--- src/rtl/regfile_dump_reader.sv ---
// Register file dump reader: walks first..last through one read port
// and streams (index, data) beats on a valid/ready interface.
module regfile_dump_reader #(
  parameter int READ_LATENCY = 1,
  parameter int NUM_REGS     = 32
) (
  input  logic        clk,
  input  logic        rst_n,
  input  logic        start,
  input  logic [4:0]  first_reg,
  input  logic [4:0]  last_reg,
  input  logic        abort,
  output logic [4:0]  rd_reg,
  input  logic [31:0] rd_data,
  output logic        out_valid,
  input  logic        out_ready,
  output logic [4:0]  out_index,
  output logic [31:0] out_data,
  output logic        busy,
  output logic        done
);

  typedef enum logic [1:0] {
    S_IDLE,
    S_READ,
    S_SEND,
    S_DONE
  } state_t;

  localparam logic [1:0] LAT    = 2'(READ_LATENCY);
  localparam logic [1:0] LAT_M1 = 2'(READ_LATENCY - 1);
  localparam logic [4:0] MAX_IX = 5'(NUM_REGS - 1);

  state_t      r_state;
  logic [4:0]  r_cur;
  logic [4:0]  r_last;
  logic [1:0]  r_cnt;
  logic [4:0]  r_rd_reg;
  logic        r_out_valid;
  logic [4:0]  r_out_index;
  logic [31:0] r_out_data;
  logic        r_busy;
  logic        r_done;
  logic [4:0]  w_last;

  assign w_last = (last_reg > MAX_IX) ? MAX_IX : last_reg;

  // After a handshake rd_reg has been settling since the accept edge,
  // so the reload is one shorter than the initial load.
  always_ff @(posedge clk or negedge rst_n) begin
    if (!rst_n) begin
      r_state     <= S_IDLE;
      r_cur       <= '0;
      r_last      <= '0;
      r_cnt       <= '0;
      r_rd_reg    <= '0;
      r_out_valid <= 1'b0;
      r_out_index <= '0;
      r_out_data  <= '0;
      r_busy      <= 1'b0;
      r_done      <= 1'b0;
    end else begin
      r_done <= 1'b0;
      unique case (r_state)
        S_IDLE: begin
          if (start) begin
            if (first_reg <= w_last) begin
              r_cur    <= first_reg;
              r_last   <= w_last;
              r_rd_reg <= first_reg;
              r_cnt    <= LAT;
              r_busy   <= 1'b1;
              r_state  <= S_READ;
            end else begin
              r_done  <= 1'b1;
              r_state <= S_DONE;
            end
          end
        end
        S_READ: begin
          if (abort) begin
            r_busy  <= 1'b0;
            r_state <= S_IDLE;
          end else if (r_cnt == 2'd0) begin
            r_out_data  <= rd_data;
            r_out_index <= r_cur;
            r_out_valid <= 1'b1;
            r_state     <= S_SEND;
          end else begin
            r_cnt <= r_cnt - 2'd1;
          end
        end
        S_SEND: begin
          if (abort) begin
            r_out_valid <= 1'b0;
            r_busy      <= 1'b0;
            r_state     <= S_IDLE;
          end else if (out_ready) begin
            r_out_valid <= 1'b0;
            if (r_cur == r_last) begin
              r_busy  <= 1'b0;
              r_done  <= 1'b1;
              r_state <= S_DONE;
            end else begin
              r_cur    <= r_cur + 5'd1;
              r_rd_reg <= r_cur + 5'd1;
              r_cnt    <= LAT_M1;
              r_state  <= S_READ;
            end
          end
        end
        S_DONE: begin
          r_state <= S_IDLE;
        end
      endcase
    end
  end

  assign rd_reg    = r_rd_reg;
  assign out_valid = r_out_valid;
  assign out_index = r_out_index;
  assign out_data  = r_out_data;
  assign busy      = r_busy;
  assign done      = r_done;

endmodule

--- config.mk ---
export PLATFORM = sky130hd
export DESIGN_NAME = regfile_dump_reader
export DESIGN_NICKNAME = d
export VERILOG_FILES = /design/src/rtl/regfile_dump_reader.sv
export SDC_FILE = /design/constraint.sdc
export NUM_CORES = 1
export LEC_CHECK = 0
export ABC_CLOCK_PERIOD_IN_PS = 4500
export CORE_ASPECT_RATIO = 2
export CORE_MARGIN = 5
export CORE_UTILIZATION = 48
export CTS_CLUSTER_SIZE = 8
export DETAILED_ROUTE_END_ITERATION = 7
export GPL_TIMING_DRIVEN = 0
export MAX_ROUTING_LAYER = met4
export PLACE_DENSITY_LB_ADDON = 0.05
export SLEW_MARGIN = 0
export SYNTH_ARGS = -nofsm -noshare
export SYNTH_HDL_FRONTEND = slang
export SYNTH_SLANG_ARGS = --single-unit
--- constraint.sdc ---
create_clock -name clk -period 4.5 [get_ports clk]
set_clock_uncertainty 0.15 [all_clocks]
set_input_delay 0.675 -clock clk [delete_from_list [all_inputs] [get_ports clk]]
set_output_delay 0.675 -clock clk [all_outputs]
set_load 0.05 [all_outputs]
# Word level (Yosys, flattened, before mapping)
# Cells that the tools add are included.
word_totals:
  reg_bits: 54
  output_inout_bits: 45
  word_cells: 83
op_classes:
  add_sub_neg: 2
  magnitude_cmp: 2
  n_eq_ne: 16
  mux: 41
  n_bitwise: 1
  n_reduce_logical: 12
ops:
  columns: ["operator", "count"]
  rows:
  - ["$mux W5", 6]
  - ["$mux W2", 14]
  - ["$ne A2 B2 Y1 const B", 9]
  - ["$mux W1", 15]
  - ["$reduce_and A6 Y1", 2]
  - ["$pmux W5 S2", 1]
  - ["$ne A3 B3 Y1 const B", 3]
  - ["$reduce_and A3 Y1", 3]
  - ["$pmux W2 S4", 1]
  - ["$reduce_and A8 Y1", 1]
  - ["$pmux W2 S3", 1]
  - ["$add A5 B1 Y5 const B", 1]
  - ["$eq A5 B5 Y1", 1]
  - ["$gt A5 B5 Y1 const B", 1]
  - ["$le A5 B5 Y1", 1]
  - ["$eq A2 B2 Y1 const B", 2]
  - ["$logic_not A2 Y1", 2]
  - ["$pmux W1 S2", 2]
  - ["$reduce_and A4 Y1", 1]
  - ["$reduce_bool A2 Y1", 2]
  - ["$pmux W1 S3", 1]
  - ["$reduce_bool A3 Y1", 1]
  - ["$eq A2 B1 Y1 const B", 1]
  - ["$sub A2 B1 Y2 const B", 1]
  - ["$not A1 Y1", 1]

# Logic depth before layout (Yosys ltp)
# Gate-level depths: netlist (run 1).
depth:
  depth_word: 6
  mapped_depth: 9
  ltp_nobuf: 8

# Worst setup path before layout (run 1)
# Ideal clock, no wire load.
synth_path:
  path_type: "input -> register"
  startpoint: "input last_reg[4]"
  endpoint: "register r_cnt[0]"
  setup_time_ps: 126
  t_arrival_ps: 2283
  required_ps: 4224
  setup_slack_ps: 1941
  stages: 8
  n_path_buf: 0
  cell_sequence: "inv_1 ha_1 and3_1 o21ai_1 a311o_4 nand3_2 or3b_4 a221o_1"
synth_between:
  elab_chain_cells: 5
synth_rtl:
  columns: ["item", "line", "rtl"]
  rows:
  - ["start: declaration", "11", "input logic [4:0] last_reg,"]
  - ["$gt A5 B5 Y1", "46", "assign w_last = (last_reg > MAX_IX) ? MAX_IX : last_reg;"]
  - ["$mux W5 *", "46", null]
  - ["$le A5 B5 Y1 *", "67", "if (first_reg <= w_last) begin"]
  - ["$ne A2 B2 Y1 (no source line) *", null, null]
  - ["$reduce_and A8 Y1 (no source line) *", null, null]
  - ["end signal: assignment", "90", "r_cnt <= r_cnt - 2'd1;"]
  - ["end: declaration", "37", "logic [1:0] r_cnt;"]
# Mark *: on every way between the ends. The rest lies on a longest branch, timed or not.
# A chain may end at the register's enable or synchronous reset.

# Final worst setup path (run 1)
layout_path:
  startpoint: "input last_reg[4]"
  endpoint: "register r_rd_reg[3] (netlist: rd_reg[3])"
layout_between:
  elab_chain_cells: 5
layout_rtl:
  columns: ["item", "line", "rtl"]
  rows:
  - ["$gt A5 B5 Y1", "46", null]
  - ["$mux W5 *", "46", null]
  - ["$le A5 B5 Y1 *", "67", null]
  - ["$ne A2 B2 Y1 (no source line) *", null, null]
  - ["$reduce_and A6 Y1 (no source line) *", null, null]
  - ["end signal: assignment", "70", "r_rd_reg <= first_reg;"]
  - ["end signal: assignment", "106", "r_rd_reg <= r_cur + 5'd1;"]
  - ["end: declaration", "38", "logic [4:0] r_rd_reg;"]
# Marks and branches as above.

==> results of run 1 <==
[where the power goes]
group	internal, W	switching [W]	total [W]
combinational	0.000714	0.00112	0.00184
clock	0.000164	0.000155	0.000319
sequential	0.000720	0.000148	0.000867
total	0.00160	0.00143	0.00302
[cell families (layout without fill, tap and decap cells)]
family / Yosys count / in the layout / share of synthesized area, %
AO/OA/AOI/OAI: 25 / 25 / 6.33
multiplexers: 48 / 48 / 20.6
flip-flops: 54 / 54 / 52.1
buffers and inverters: 22 / 121 / 3.33
XOR/XNOR: 5 / 5 / 1.69
AND/OR/NAND/NOR: 48 / 48 / 10.6
adder cells (fa/ha/maj): 11 / 11 / 5.31
[routing by layer]
| metal | global-route usage [%] | wire length, um |
|---|---|---|
| met4 | 6.37 | 124 |
| met2 | 29.4 | 3140 |
| met1 | 21.2 | 2220 |
| met3 | 4.64 | 420 |
| met5 | - | 0 |
[how the worst min path moves through the flow]
stage	to	startpoint	depth (start not counted)	slack (ns)
floorplan	busy	rst_n	0	0.23
global placement	out_data[16]	out_data[16]	1	0.34
detailed placement	out_data[21]	out_data[21]	1	0.34
CTS	done	rst_n	1	0.11
global route	done	rst_n	1	0.12
finish	done	rst_n	1	0.11
[synthesized netlist by cell type, drive strengths merged]
library cell	n	share of area [%]
nand4	2	0.48
nor2b	3	0.72
and3	2	0.48
dfrtp	54	52
nor2	11	1.6
a221o	1	0.39
clkbuf	4	0.58
nand2b	3	0.72
a41oi	1	0.34
o211ai	2	0.58
nor3	4	0.77
nand3	14	2.9
nand3b	4	1.2
a21oi	5	0.97
mux2	42	18
a211oi	1	0.29
xnor2	5	1.7
a311o	1	0.77
buf	3	0.58
o21ai	9	1.7
a31oi	4	0.97
nand2	3	0.43
inv	15	2.2
ha	11	5.3
o31ai	1	0.29
nor4b	1	0.92
or3b	1	0.43
mux2i	6	2.3
[worst max-delay path: stages]
cell and delay, ns:
clkdlybuf4s50_1 0.48, inv_1 0.05, ha_1 0.30, and3_1 0.19
o21ai_1 0.13, a311o_4 0.29, nor4b_4 0.51, mux2i_1 0.26
nand3_1 0.10
[cell type report]
cell class	instances	share of cell area, %
Inverter	15	1.52
Timing Repair Buffer	92	25.0
Buffer	7	0.812
Clock inverter	2	1.05
Tap cell	60	2.03
Clock buffer	5	1.86
Multi-Input combinational cell	137	31.2
Sequential cell	54	36.5
[metrics by stage]
| step | setup WS (ns) | power [W] | utilization (%) | instances | hold WS [ns] |
|---|---|---|---|---|---|
| 2_1_floorplan | 1.94 | 0.00213 | - | 213 | 0.229 |
| 3_3_place_gp | 0.960 | 0.00269 | 67.2 | 364 | 0.337 |
| 3_5_place_dp | 1.24 | 0.00272 | 67.5 | 365 | 0.341 |
| 4_1_cts | 1.56 | 0.00305 | 69.5 | 372 | 0.106 |
| 5_1_grt | 1.41 | 0.00320 | 69.5 | 372 | 0.115 |
| 6_report | 1.56 | 0.00302 | 69.5 | 372 | 0.108 |
==> summary.txt, run 1 <==
Run status
  – Status: finished, final reports clean

Clocking
  – CTS Sinks: 54
  – PostCTS Resize Cnt: 0
  – Worst-path clk slew: 0.09 ns
  – Post-CTS Setup Bufs: 0
  – Longest Clk Path Bufs: 2
  – H-tree levels: 2
  – # hold bufs at CTS: 0
  – CTS buffer count: 5
  – CTS tree: yes
  – Root Buffer Master: clkbuf_8
  – Clk_lat worst skew: 0.31 ns

STA
  – Setup TNS Final: 0 ns
  – Period utilization: 65.4%
  – RSZ-0062 raised after global routing: false
  – Slew headroom: 62.3%
  – Fmax: 0.340 GHz
  – Final Hold Fails: 0
  – Tightest Pin Transition: 0.563 ns
  – Pins over their slew limit: 0
  – Setup violations, final: 0
  – Min Tclk post-route: 2.94 ns

Run
  – Max_cap viols: 0

Critical path
  – Startpoint types: primary input
  – CP arrival: 2.97 ns
  – R2r worst-path depth: 8
  – Crit Path Category: in2reg
  – Flop2flop setup slack: 2.10 ns
  – Critical path startpoint: last_reg[4]
  – Reg-to-reg endpoint: rd_reg[3]
  – Worst R2R Start: r_state[0]
  – CP Max Fanout: 9
  – Critical path endpoint category: flip-flop
  – Crit path capture: rd_reg[3]
  – Worst path required time: 4.53 ns

Layout
  – Share of cells above drive strength 1: 18.6%
  – Antenna diodes: 0
  – Max reg flops: 32
  – Multi-input logic area: 1150 sq um
  – Layout area overhead: 42.8%
  – Finished Cell Area: 3700 sq um
  – Nets: 370
  – Register area: 1350 sq um
  – Fillers: 439
  – Most frequent cells in the layout: clkdlybuf4s50_1 (90), dfrtp_1 (54), mux2_2 (42), inv_1 (15), nand3_1 (13)
  – Most common cell after layout, fill and taps aside: clkdlybuf4s50_1

Yosys
  – Seq/Total Area, Yosys: 52.1%
  – Post-Synthesis Cells: 213
  – Synth Cell Area: 2590 sq um
  – Mapped Avg Cell Area: 12.2 sq um
  – Mapped Nets: 271
  – Register bit count reported by yosys: 54
  – Yosys warns: 0
  – Distinct cells, synth: 30

Global routing
  – Gr usage total: 18.2%
  – Antenna violations before repair: 0
  – Number of global-route vias before repair: 2051
  – Largest net degree at the start of global routing: 42
  – Gr ovfl total: 0
  – Global-route wire length before repair: 9.37 mm

Power
  – Peak supply drop: 580 uV
  – Leakage Power: 1.61 nW
  – P per Cell Area: 817 nW/um^2

Detailed routing
  – Residual DRC count: 0
  – Routed length per instance: 15.9 um
  – Total number of vias: 1978
  – First DRT Iteration DRCs: 36
  – Post-Route WL: 5.90 mm
  – Routed Antenna Nets: 0
  – DRT Pass-1 Iters: 4
  – Vias per Instance: 5.32

Floorplan
  – Core Box Area: 5330 sq um
  – Effective utilization at floorplan: 48.7%
  – Chip Height: 114 um
  – Total Die Area: 7060 sq um
  – FP Rows: 38
  – I/O pin count: 92
  – Die X: 62.0 um

Placement
  – # port buffers: 91
  – DP HPWL: 4.62 mm
  – Area after DPL: 3590 sq um
  – GPL Wtd Cong: 0.822

Worst hold path
  – Worst hold path type: in2async
(Power assumes the default switching activity.)
==> run 2, diff against run 1 <==
ABC_CLOCK_PERIOD_IN_PS = 2500   (was 4500)
CORE_UTILIZATION = 41   (was 48)
clock period = 2.5 ns   (was 4.5 ns; I/O delays follow)
==> summary.txt, run 2 (synthesized netlist as in run 1, its figures left out) <==
Power
  – Total Power: 0.00576 W (was 0.00302 W)
  – P per Cell Area: 1460 nW/um^2 (was 817 nW/um^2)
  – Peak supply drop: 680 uV (was 580 uV)
  – Leakage Power: 1.74 nW (was 1.61 nW)

Critical path
  – Worst path required time: 2.53 ns (was 4.53 ns)
  – Critical path's largest stage delay: 0.49 ns (was 0.51 ns)
  – Reg-to-reg endpoint: r_cnt[0] (was rd_reg[3])
  – Crit Path Category: in2reg (unchanged)
  – CP Max Fanout: 5 (was 9)
  – Critical Path Most Common Cell: and3_4
  – Critical path endpoint category: flip-flop (unchanged)
  – Critical Path Slowest Stage Cell: clkdlybuf4s50_1 (was nor4b_4)
  – Crit. path cell count: 9 (unchanged)
  – Crit path capture: r_cnt[0] (was rd_reg[3])
  – Worst R2R Start: r_state[1] (was r_state[0])
  – Critical path startpoint: last_reg[3] (was last_reg[4])
  – CP arrival: 2.48 ns (was 2.97 ns)
  – Cell family with most CP delay: simple AND/OR/NAND/NOR gates (unchanged)
  – R2r worst-path depth: 7 (was 8)
  – Flop2flop setup slack: 0.17 ns (was 2.10 ns)
  – WP buf/inv: 2 (unchanged)
  – Startpoint types: primary input (unchanged)
  – CP Cell Sequence: clkdlybuf4s50_1, inv_2, ha_4, and3_4, and3_4, a311o_4, nand3_2, or3b_4, a221o_1 (was clkdlybuf4s50_1, inv_1, ha_1, and3_1, o21ai_1, a311o_4, nor4b_4, mux2i_1, nand3_1)

Detailed routing
  – Routed Antenna Nets: 0 (unchanged)
  – Vias per Instance: 5.06 (was 5.32)
  – Post-Route WL: 6.23 mm (was 5.90 mm)
  – WL met2: 3.38 mm (was 3.14 mm)
  – Total number of vias: 2051 (was 1978)
  – Metal-1 WL: 2.39 mm (was 2.22 mm)
  – Met3 wire length: 268 um (was 420 um)
  – DRT Pass-1 Iters: 4 (unchanged)
  – First DRT Iteration DRCs: 85 (was 36)
  – Top sig layer: met4 (unchanged)
  – Routed length per instance: 15.4 um (was 15.9 um)
  – Residual DRC count: 0 (unchanged)

Floorplan
  – Effective utilization at floorplan: 41.4% (was 48.7%)
  – Chip Height: 122 um (was 114 um)
  – FP Rows: 41 (was 38)
  – Total Die Area: 8110 sq um (was 7060 sq um)
  – Die X: 66.2 um (was 62.0 um)
  – I/O pin count: 92 (unchanged)
  – Core Box Area: 6260 sq um (was 5330 sq um)

Run status
  – Status: finished, final reports clean (unchanged)

Placement
  – # port buffers: 91 (unchanged)
  – GPL Wtd Cong: 0.833 (was 0.822)
  – Setup WS pre-CTS: -0.452 ns (was 1.24 ns)
  – DP HPWL: 4.78 mm (was 4.62 mm)

Global routing
  – Gr ovfl total: 0 (unchanged)
  – Gr usage total: 17.2% (was 18.2%)
  – Antenna violations before repair: 0 (unchanged)
  – Largest net degree at the start of global routing: 36 (was 42)
  – Number of global-route vias before repair: 2233 (was 2051)
  – Global-route wire length before repair: 10.3 mm (was 9.37 mm)

STA
  – RSZ-0062 raised after global routing: false (unchanged)
  – Setup TNS Final: 0 ns (unchanged)
  – Final Hold Fails: 0 (unchanged)
  – Pins over their slew limit: 0 (unchanged)
  – Slew headroom: 62.1% (was 62.3%)
  – Fmax: 0.408 GHz
  – Min Tclk post-route: 2.45 ns
  – Tightest Pin Transition: 0.568 ns (was 0.563 ns)
  – Setup violations, final: 0 (unchanged)
  – Period utilization: 98.0%
  – Setup WS post-layout: 0.0506 ns (was 1.56 ns)

Clocking
  – Longest Clk Path Bufs: 2 (unchanged)
  – Root Buffer Master: clkbuf_16 (was clkbuf_8)
  – CTS tree: yes (unchanged)
  – H-tree levels: 2 (unchanged)
  – Clk_lat worst skew: 0.30 ns (was 0.31 ns)
  – Worst-path clk slew: 0.07 ns (was 0.09 ns)
  – CTS buffer count: 5 (unchanged)
  – CTS Sinks: 54 (unchanged)

Layout
  – Antenna diodes: 0 (unchanged)
  – Share of cells above drive strength 1: 24.5% (was 18.6%)
  – Most frequent cells in the layout: clkdlybuf4s50_1 (83), dfrtp_1 (54), mux2_2 (42), inv_1 (12), nand3_1 (12) (was clkdlybuf4s50_1 (90), dfrtp_1 (54), mux2_2 (42), inv_1 (15), nand3_1 (13))
  – Most common cell after layout, fill and taps aside: clkdlybuf4s50_1 (unchanged)
  – Max reg flops: 32 (unchanged)
  – Nets: 376 (was 370)
  – Layout area overhead: 51.8% (was 42.8%)

Run
  – Max_cap viols: 0 (unchanged)

Worst hold path
  – Worst hold path type: in2reg (was in2async)
[run 2: changes by cell type in the layout (fill, tap and decap cells not counted), sizes merged]
cell,before,now
buf,5,11
bufinv,1,0
clkbuf,9,10
clkdlybuf4s50,90,83
dlygate4sd3,0,1
dlymetal6s2s,0,7
[run 2: how the worst min path moves through the flow]
stage                 startpoint           end  slack [ns]  depth (start not counted)
floorplan                  rst_n          busy       -0.07                          0
global placement    out_data[29]  out_data[29]        0.34                          1
detailed placement         rst_n  out_data[25]        0.21                          1
CTS                 out_data[27]  out_data[27]        0.36                          1
global route         last_reg[2]     r_last[2]        0.22                          2
finish               last_reg[2]     r_last[2]        0.22                          2
[run 2: power breakdown]
group / internal (W) / switching [W]
registers: 0.00130 / 0.000276
clock network: 0.000428 / 0.000319
logic: 0.00138 / 0.00206
[run 2: area by class of cell]
class / count / area, sq um
buffer: 6 / 26.3
clock buffer: 7 / 153
clock inverter: 1 / 8.76
fill: 530 / 2330
inverter: 15 / 56.3
multi-input combinational: 137 / 1220
sequential: 54 / 1350
tap: 86 / 108
timing repair buffer: 99 / 1010
[run 2: stage by stage]
stage          utilization [%]  instances  hold slack, ns  area, sq um
6_report                  62.8        405           0.218         3930
4_1_cts                   61.7        405           0.359         3860
5_1_grt                   62.8        405           0.217         3930
3_3_place_gp              57.7        390           0.336         3610
3_5_place_dp              57.9        391           0.210         3620
2_1_floorplan                -        213         -0.0706         2590
[run 2: layer usage]
layer  global-route usage, %  vias up
met5                       -        -
met4                    8.52        0
met2                    30.5       66
met1                    17.8     1010
met3                    3.11       13
li1                        -      962
[run 2: worst register-to-register path, delay by kind of cell, from the launching register on]
family	cells	cell delay, ns
AOI/OAI and AO/OA	2	0.52
adders and majority gates	1	0.32
buffers and inverters	1	0.09
DFF	1	0.41
and+or+nand+nor	3	0.73
[run 2: repair_timing]
item,CTS,global route
resized for setup,4,18
pin swaps,2,7
cloned,0,0
setup endpoints to repair,4,6
hold buffers,1,0
endpoints found under the hold margin,19,0
buffers inserted,5,2
